[src/rtl/chunked_addsub_if.sv]
// Request/result bundle for chunked_addsub: operands and control in, status and result out.
interface chunked_addsub_if #(
  parameter int WIDTH = 16
) ();
  logic             start;
  logic             sub;
  logic [WIDTH-1:0] a;
  logic [WIDTH-1:0] b;
  logic             cin;
  logic             busy;
  logic             done;
  logic [WIDTH-1:0] s;
  logic             cout;
  logic             ovf;

  modport master (
    output start, sub, a, b, cin,
    input  busy, done, s, cout, ovf
  );

  modport slave (
    input  start, sub, a, b, cin,
    output busy, done, s, cout, ovf
  );
endinterface

[src/rtl/chunked_addsub.sv]
// Multi-cycle adder/subtractor: adds CHUNK bits per clock and ripples the carry
// through a register, so the combinational carry chain is only CHUNK bits long.
// Subtraction is a + ~b + ~cin; results are published only when the last chunk completes.
module chunked_addsub #(
  parameter int WIDTH = 16,
  parameter int CHUNK = 4
) (
  input  logic            clk,
  input  logic            rst_n,
  chunked_addsub_if.slave bus
);

  localparam int N_CHUNKS = WIDTH / CHUNK;
  localparam int IDX_W    = (N_CHUNKS > 1) ? $clog2(N_CHUNKS) : 1;
  localparam logic [IDX_W-1:0] LAST_IDX = IDX_W'(N_CHUNKS - 1);

  typedef enum logic [1:0] {
    IDLE = 2'd0,
    RUN  = 2'd1,
    DONE = 2'd2
  } state_t;

  state_t           state;
  state_t           state_nxt;
  logic [IDX_W-1:0] idx;
  logic [WIDTH-1:0] opa;
  logic [WIDTH-1:0] opb;
  logic [WIDTH-1:0] work;
  logic [WIDTH-1:0] work_nxt;
  logic             carry;
  logic [31:0]      shamt;
  logic [CHUNK-1:0] a_chunk;
  logic [CHUNK-1:0] b_chunk;
  logic [CHUNK:0]   sum;
  logic             msb_cin;
  logic             last;
  logic [WIDTH-1:0] s_q;
  logic             cout_q;
  logic             ovf_q;

  // State register; reset aborts any operation in flight.
  always_ff @(posedge clk or negedge rst_n) begin
    if (!rst_n) begin
      state <= IDLE;
    end else begin
      state <= state_nxt;
    end
  end

  // Next-state: start is only honoured in IDLE, DONE always lasts exactly one cycle.
  always_comb begin
    state_nxt = state;
    case (state)
      IDLE:    if (bus.start) state_nxt = RUN;
      RUN:     if (last)      state_nxt = DONE;
      DONE:    state_nxt = IDLE;
      default: state_nxt = IDLE;
    endcase
  end

  // Status outputs decode straight from the state so reset clears them at once.
  always_comb begin
    bus.busy = (state == RUN);
    bus.done = (state == DONE);
  end

  // One chunk of the ripple: select chunk idx, add with the registered carry,
  // and merge the partial sum into a copy of the work register.
  always_comb begin
    shamt    = 32'(idx) * 32'(CHUNK);
    a_chunk  = CHUNK'(opa >> shamt);
    b_chunk  = CHUNK'(opb >> shamt);
    sum      = {1'b0, a_chunk} + {1'b0, b_chunk} + {{CHUNK{1'b0}}, carry};
    // carry into the chunk's top bit, recovered from its sum bit and operand bits
    msb_cin  = a_chunk[CHUNK-1] ^ b_chunk[CHUNK-1] ^ sum[CHUNK-1];
    last     = (idx == LAST_IDX);
    work_nxt = work;
    for (int k = 0; k < N_CHUNKS; k++) begin
      if (idx == IDX_W'(k)) work_nxt[k*CHUNK +: CHUNK] = sum[CHUNK-1:0];
    end
  end

  // Operand capture in IDLE, chunk accumulation in RUN, result publish on the last chunk.
  always_ff @(posedge clk or negedge rst_n) begin
    if (!rst_n) begin
      opa    <= '0;
      opb    <= '0;
      carry  <= 1'b0;
      idx    <= '0;
      work   <= '0;
      s_q    <= '0;
      cout_q <= 1'b0;
      ovf_q  <= 1'b0;
    end else begin
      if (state == IDLE && bus.start) begin
        opa   <= bus.a;
        opb   <= bus.sub ? ~bus.b : bus.b;
        carry <= bus.cin ^ bus.sub;
        idx   <= '0;
      end else if (state == RUN) begin
        work  <= work_nxt;
        carry <= sum[CHUNK];
        if (last) begin
          s_q    <= work_nxt;
          cout_q <= sum[CHUNK];
          ovf_q  <= msb_cin ^ sum[CHUNK];
        end else begin
          idx <= idx + IDX_W'(1);
        end
      end
    end
  end

  assign bus.s    = s_q;
  assign bus.cout = cout_q;
  assign bus.ovf  = ovf_q;

endmodule

[src/flat_wrapper.sv]
// flat-port wrapper written by rule: the top's interface ports become plain ports
module chunked_addsub_flat 
#(
  parameter int WIDTH = 16,
  parameter int CHUNK = 4
)
  (clk, rst_n, bus_start, bus_sub, bus_a, bus_b, bus_cin, bus_busy, bus_done, bus_s, bus_cout, bus_ovf);
  chunked_addsub_if #(.WIDTH(WIDTH)) bus_i ();
  input  logic clk;
  input  logic rst_n;
  input wire logic [$bits(bus_i.start)-1:0] bus_start;
  input wire logic [$bits(bus_i.sub)-1:0] bus_sub;
  input wire logic [$bits(bus_i.a)-1:0] bus_a;
  input wire logic [$bits(bus_i.b)-1:0] bus_b;
  input wire logic [$bits(bus_i.cin)-1:0] bus_cin;
  output wire logic [$bits(bus_i.busy)-1:0] bus_busy;
  output wire logic [$bits(bus_i.done)-1:0] bus_done;
  output wire logic [$bits(bus_i.s)-1:0] bus_s;
  output wire logic [$bits(bus_i.cout)-1:0] bus_cout;
  output wire logic [$bits(bus_i.ovf)-1:0] bus_ovf;
  assign bus_i.start = bus_start;
  assign bus_i.sub = bus_sub;
  assign bus_i.a = bus_a;
  assign bus_i.b = bus_b;
  assign bus_i.cin = bus_cin;
  assign bus_busy = bus_i.busy;
  assign bus_done = bus_i.done;
  assign bus_s = bus_i.s;
  assign bus_cout = bus_i.cout;
  assign bus_ovf = bus_i.ovf;
  chunked_addsub #(.WIDTH(WIDTH), .CHUNK(CHUNK)) u_core (.clk(clk), .rst_n(rst_n), .bus(bus_i));
endmodule
[config.mk]
export PLATFORM = sky130hd
export DESIGN_NAME = chunked_addsub_flat
export DESIGN_NICKNAME = d
export VERILOG_FILES = /design/src/rtl/chunked_addsub_if.sv /design/src/rtl/chunked_addsub.sv /design/src/flat_wrapper.sv
export SDC_FILE = /design/constraint.sdc
export NUM_CORES = 1
export LEC_CHECK = 0
export CORE_ASPECT_RATIO = 0.9
export CORE_MARGIN = 3
export CORE_UTILIZATION = 56
export DETAILED_ROUTE_END_ITERATION = 10
export HOLD_SLACK_MARGIN = 0.12
export PLACE_DENSITY = 0.88
export RECOVER_POWER = 50
export SYNTH_ARGS = -nofsm -noshare
export SYNTH_HDL_FRONTEND = slang
export SYNTH_SLANG_ARGS = --single-unit
[constraint.sdc]
create_clock -name clk -period 5.49 [get_ports clk]
set_clock_uncertainty 0.15 [all_clocks]
set_input_delay 1.098 -clock clk [delete_from_list [all_inputs] [get_ports clk]]
set_output_delay 1.098 -clock clk [all_outputs]
set_load 0.05 [all_outputs]
==> flow_summary_export.csv, run 1 <==
group,metric,value,unit
outcome,status,"complete, but fails checks",
outcome,violations,"max-capacitance violations, max-slew violations",
critical_path,rrSetupSlack,2160,ps
synth,yosys.area.top_type,"dfrtp_1",
cells_and_area,fin_area,0.003851,mm^2
placement,dpl_cell_area,0.003711,mm^2
clock_tree,clk-insertion-delay-late,340,ps
cells_and_area,instances_no_fill,388,
detailed_routing,wirelength,5.990,mm
global_routing,grt.total_usage,0.2020,
pwr,p_total,2.769,mW
timing,drv_slew,19,
detailed_routing,post_drt_wl_per_cell,15.44,um
global_routing,grt_pass1_wl,10.19,mm
synth,yosys_warnings,0,
synth,synth-async-reset-ratio,1.000,
floorplanning,io-pin-count,57,
detailed_routing,drc,0,
floorplanning,fp.dieH,76.95,um
clock_tree,cts_buffers,9,
pwr,p_per_area,718.9,mW/mm^2
timing,finalWorstSetupSlack,1459,ps
floorplanning,start_util,0.5889,
synth,synth_cells,265,
critical_path,rr_startpoint,"u_core.idx[0]$_DFFE_PN0P_",
synth,synth_enable_flop_cells,0,
cells_and_area,final_common_cell,"dfrtp_1",
cells_and_area,n_fill_cell,372,
cells_and_area,syn_to_final_growth,22.97,%
floorplanning,design.core.area,0.005318,mm^2
clock_tree,cts_tree,"yes",
synth,ys_ff_latch,67,
placement,place_hpwl,4.289,mm
clock_tree,cts_resized,0,
timing,hold-worst-slack,327.3,ps
critical_path,startpoint_type,"primary input",
clock_tree,hold_buffers,0,
synth,syn_avg_cell_area,11.82,um^2
timing,final-hold-violation-count,0,
cells_and_area,final_util,0.7242,
synth,synth_ff_type,"dfrtp_1",
clock_tree,post_cts_buffers,0,
pwr,peakVddDrop,0.0004781,V
flow_run,maxCapViolCount,1,
synth,ys_seq_area_frac,0.5354,
synth,synthTopCellsByArea,"dfrtp_1 (54%), mux2_2 (8.3%), mux4_2 (5.8%), xnor2_1 (5.3%), nand2_1 (4.0%)",
cells_and_area,fin_nets,366,
cells_and_area,insertedDiodeCount,0,
detailed_routing,dr.pass1.iters,4,
critical_path,r2r_cells,7,
global_routing,grt_max_degree,68,
synth,syn_nets,311,
global_routing,antenna_found_initial,0,
timing,max_freq,248.1,MHz
detailed_routing,ant_nets,0,
critical_path,path_max_fanout,18,
synth,synth_area,0.003132,mm^2
timing,worstMarginPinSlew,2143,ps
placement,dp.cells,376,
detailed_routing,drtIter0Drc,154,
pwr,leakage,1.617,nW
critical_path,r2r_end,"u_core.bus.s[2]$_DFFE_PN0P_",
timing,slew_headroom,-0.4314,
global_routing,grt.overflow.total,0,
clock_tree,cts_root_buffer,"clkbuf_8",
min_path,hold_path.class,"flop to flop",
floorplanning,fp.dieArea,0.006527,mm^2
cells_and_area,final_cell_mix,"dfrtp_1 (67), clkdlybuf4s50_1 (54), nand2_1 (33)",
critical_path,cp-startpoint,"bus_start",
placement,gp_congestion,0.7884,
clock_tree,cts-htree-levels,3,
synth,yosysTopAreaCellShare,0.5354,
placement,place_ws,2176,ps
cells_and_area,drive_gt1_frac,0.1558,
detailed_routing,vias,2131,
synth,netlist-cell-type-count,30,
timing,tns,0,ps
critical_path,critPathCaptureType,"flop",
clock_tree,cts.sinks,67,
timing,post-route-period-util,0.7342,
critical_path,arrival,4110,ps
clock_tree,cts_buffer_depth,2,
timing,setup_viol,0,
placement,portBuffers,56,
critical_path,cp.required,5570,ps
detailed_routing,vias_per_cell,5.492,
timing,rsz0062_at_grt,"false",
critical_path,worstSetupEndpoint,"u_core.opa[14]$_DFFE_PN0P_",
global_routing,grt_pass1_vias,2123,
critical_path,critPathKind,"primary input to flop",
clock_tree,path_clk_slew,60,ps
timing,period_minus_slack,4031,ps
floorplanning,row_count,25,
floorplanning,die_width,84.83,um
-- cell families after synthesis --
logic type | synth area share
flops | 0.5354
simple gates | 0.08830
compound gates | 0.08790
mux | 0.1594
xor+xnor | 0.05593
buf+inv | 0.03236
fa+ha+maj | 0.04075
-- cells in the mapped netlist, types with 2 or more instances --
master,instances
xnor2_1,19
buf_4,2
nor3b_1,3
fa_1,2
buf_2,6
a21o_1,2
nor2_1,19
nand2_1,33
dfrtp_1,67
ha_1,7
mux4_2,8
mux2_2,23
mux2i_1,6
a21oi_1,22
inv_1,4
clkbuf_1,5
o21ai_0,24
-- report_power, final --
group          switching (mW)  internal (mW)  leakage (nW)
clock network           0.167          0.179        0.0803
logic                   0.869          0.651         0.738
registers               0.165          0.738         0.798
total                    1.20           1.57          1.62
-- cell type report --
cell class	count	area, um^2	share of cell area
Timing Repair Buffer	59	578.1	0.1501
Tap cell	67	83.83	0.02177
Inverter	5	18.77	0.004873
Clock buffer	12	155.1	0.04029
Sequential cell	67	1677	0.4353
Multi-Input combinational cell	178	1339	0.3476
-- state kept, by name (all words and copies together) (netlist names) --
| register | count |
|---|---|
| u_core.bus.cout | 1 |
| u_core.opa | 16 |
| u_core.work | 12 |
| u_core.opb | 16 |
| u_core.carry | 1 |
| u_core.state | 2 |
| u_core.idx | 2 |
| u_core.bus.ovf | 1 |
| u_core.bus.s | 16 |
-- worst min-delay path by stage --
stage / from / to / cells after the start
after floorplan: u_core.work[11]$_DFFE_PN0P_ / u_core.work[11]$_DFFE_PN0P_ / 2
after global placement: u_core.work[11]$_DFFE_PN0P_ / u_core.work[11]$_DFFE_PN0P_ / 2
after detailed placement: u_core.work[7]$_DFFE_PN0P_ / u_core.work[7]$_DFFE_PN0P_ / 2
after CTS: u_core.work[6]$_DFFE_PN0P_ / u_core.work[6]$_DFFE_PN0P_ / 2
after global routing: u_core.work[6]$_DFFE_PN0P_ / u_core.work[6]$_DFFE_PN0P_ / 2
final: u_core.work[10]$_DFFE_PN0P_ / u_core.work[10]$_DFFE_PN0P_ / 2
-- critical path, stage by stage --
cell	delay (ps)
dlygate4sd3_1	560
nor3b_1	1660
buf_4	420
mux2_2	360
-- layer usage --
layer / GRT usage / wire [um] / part of all wire
met2: 0.3388 / 3053 / 0.51
met4: 0.05696 / 64 / 0.011
met5: 0 / 0 / 0
met3: 0.07626 / 364 / 0.061
met1: 0.2442 / 2507 / 0.42
No activity file was read; power rests on OpenSTA's default activity.
==> run 2: changes to the inputs <==
- CORE_UTILIZATION: 56 -> 47
- PLACE_DENSITY: 0.88 -> 0.79
- clock period: 5.49 -> 3.4 ns (I/O delays scaled with it)
==> run 2 against run 1 <==
The flow still finishes with violations (max-capacitance violations, max-slew violations). Clock power grew 90%. Clock-buffer cell count shrank 2. Combinational power grew 63%. Worst setup slack lost 1100 ps. Highest routed layer unchanged. Critical path type is now flop to flop. Largest power group unchanged.
==> flow_summary_export.csv, run 2 (synthesized netlist as in run 1, its figures left out) <==
group,metric,value,unit
placement,dpl_cell_area,0.003756,mm^2
cells_and_area,final_util,0.6252,
pwr,peakVddDrop,0.0005620,V
placement,gp_congestion,0.7833,
floorplanning,design.core.area,0.006284,mm^2
timing,setup_viol,0,
detailed_routing,post_drt_wl_per_cell,14.51,um
global_routing,grt.overflow.total,0,
outcome,status,"complete, but fails checks",
floorplanning,io-pin-count,57,
flow_run,maxCapViolCount,1,
timing,rsz0062_at_grt,"false",
floorplanning,row_count,27,
timing,max_freq,332.7,MHz
floorplanning,start_util,0.4984,
global_routing,top_usage_layer,"met2",
timing,final-hold-violation-count,0,
cells_and_area,insertedDiodeCount,0,
min_path,min-delay-start,"u_core.work[11]$_DFFE_PN0P_",
clock_tree,cts-htree-levels,3,
min_path,worstHoldEndpoint,"u_core.work[11]$_DFFE_PN0P_",
timing,worstMarginPinSlew,1592,ps
detailed_routing,vias_per_cell,5.099,
timing,finalWorstSetupSlack,394.7,ps
timing,period_minus_slack,3005,ps
critical_path,rr_startpoint,"u_core.idx[0]$_DFFE_PN0P_",
floorplanning,fp.dieArea,0.007680,mm^2
critical_path,path_max_fanout,8,
min_path,hold-path-cell-count,2,
clock_tree,path_clk_slew,70,ps
timing,slew_headroom,-0.06142,
detailed_routing,ant_nets,0,
detailed_routing,wirelength,5.994,mm
global_routing,grt_max_degree,68,
clock_tree,cts_buffers,9,
detailed_routing,drtIter0Drc,70,
clock_tree,cts_tree,"yes",
cells_and_area,drive_gt1_frac,0.1779,
clock_tree,cts.sinks,67,
pwr,leakage,1.638,nW
timing,hold-worst-slack,334.4,ps
cells_and_area,syn_to_final_growth,25.45,%
floorplanning,fp.dieH,83.44,um
clock_tree,hold_buffers,0,
timing,tns,0,ps
min_path,hold_path.class,"flop to flop",
global_routing,antenna_found_initial,0,
outcome,violations,"max-capacitance violations, max-slew violations",
critical_path,r2r_cells,7,
global_routing,grt_pass1_vias,2223,
clock_tree,cts_root_buffer,"clkbuf_8",
global_routing,grt_pass1_wl,10.36,mm
global_routing,use_met2,0.2878,
critical_path,arrival,3050,ps
cells_and_area,final_common_cell,"dfrtp_1",
cells_and_area,fin_area,0.003929,mm^2
critical_path,critPathKind,"flop to flop",
clock_tree,cts_buffer_depth,2,
detailed_routing,dr.pass1.iters,4,
global_routing,grt_use_met1,0.2060,
cells_and_area,fin_nets,367,
floorplanning,die_width,92.05,um
placement,place_ws,349.8,ps
cells_and_area,instances_no_fill,413,
detailed_routing,vias,2106,
placement,place_hpwl,4.343,mm
critical_path,r2r_end,"u_core.bus.s[6]$_DFFE_PN0P_",
global_routing,grt.total_usage,0.1715,
timing,post-route-period-util,0.8839,
critical_path,rrSetupSlack,390,ps
critical_path,cp.required,3440,ps
timing,drv_slew,68,
clock_tree,cts_resized,0,
pwr,p_total,4.576,mW
cells_and_area,final_cell_mix,"dfrtp_1 (67), clkdlybuf4s50_1 (54), nand2_1 (33)",
global_routing,grt_use_met3,0.05978,
detailed_routing,drc,0,
placement,portBuffers,56,
critical_path,startpoint_type,"flop",
clock_tree,clk-insertion-delay-late,340,ps
critical_path,critPathCaptureType,"flop",
clock_tree,post_cts_buffers,0,
placement,dp.cells,397,
pwr,p_per_area,1165,mW/mm^2
run 2: changes by cell type in the layout (fill, tap and decap cells not counted):
cell        delta
nand3b_2       +1
clkinvlp_4     +2
bufinv_16      +1
clkinv_2       +2
inv_1          -1
buf_4          -1
clkbuf_8       -1
clkbuf_2       +2
inv_2          +1
clkbuf_1       -1
inv_6          +1
nand3b_1       -1
run 2: how the worst max path moves through the flow:
stage / from / to / slack [ps] / cells after the start
6_report: u_core.idx[0]$_DFFE_PN0P_ / u_core.bus.s[6]$_DFFE_PN0P_ / 390 / 7
5_1_grt: u_core.idx[0]$_DFFE_PN0P_ / u_core.bus.s[2]$_DFFE_PN0P_ / 150 / 7
4_1_cts: u_core.idx[0]$_DFFE_PN0P_ / u_core.bus.s[6]$_DFFE_PN0P_ / 370 / 7
3_5_place_dp: u_core.idx[0]$_DFFE_PN0P_ / u_core.bus.s[6]$_DFFE_PN0P_ / 350 / 7
3_3_place_gp: u_core.idx[0]$_DFFE_PN0P_ / u_core.bus.s[6]$_DFFE_PN0P_ / 470 / 7
2_1_floorplan: u_core.idx[0]$_DFFE_PN0P_ / u_core.bus.ovf$_DFFE_PN0P_ / 540 / 8
run 2: final cells by class:
type | instances | area, um^2
Clock inverter | 6 | 63.81
Tap cell | 87 | 108.9
Sequential cell | 67 | 1677
Fill cell | 518 | 2355
Multi-Input combinational cell | 178 | 1343
Clock buffer | 10 | 137.6
Timing Repair Buffer | 60 | 580.6
Inverter | 5 | 18.77
run 2: report_power, final:
part	internal [mW]	total, mW	leakage, nW	switching, mW
logic	1.06	2.48	0.741	1.43
clock network	0.358	0.658	0.0987	0.300
registers	1.19	1.44	0.798	0.246
run 2: worst max-delay path: stages (launching register included):
cell     delay (ps)
dfrtp_1         550
mux4_2          570
fa_1            450
fa_1            430
xnor2_1         450
nand2_1         100
o21ai_0          80
o21ai_0         100
run 2: routing by layer:
metal	wire, um	vias to the layer above
li1	-	1017
met1	2546	1014
met2	2990	62
met3	333	13
met4	123	0
met5	0	-
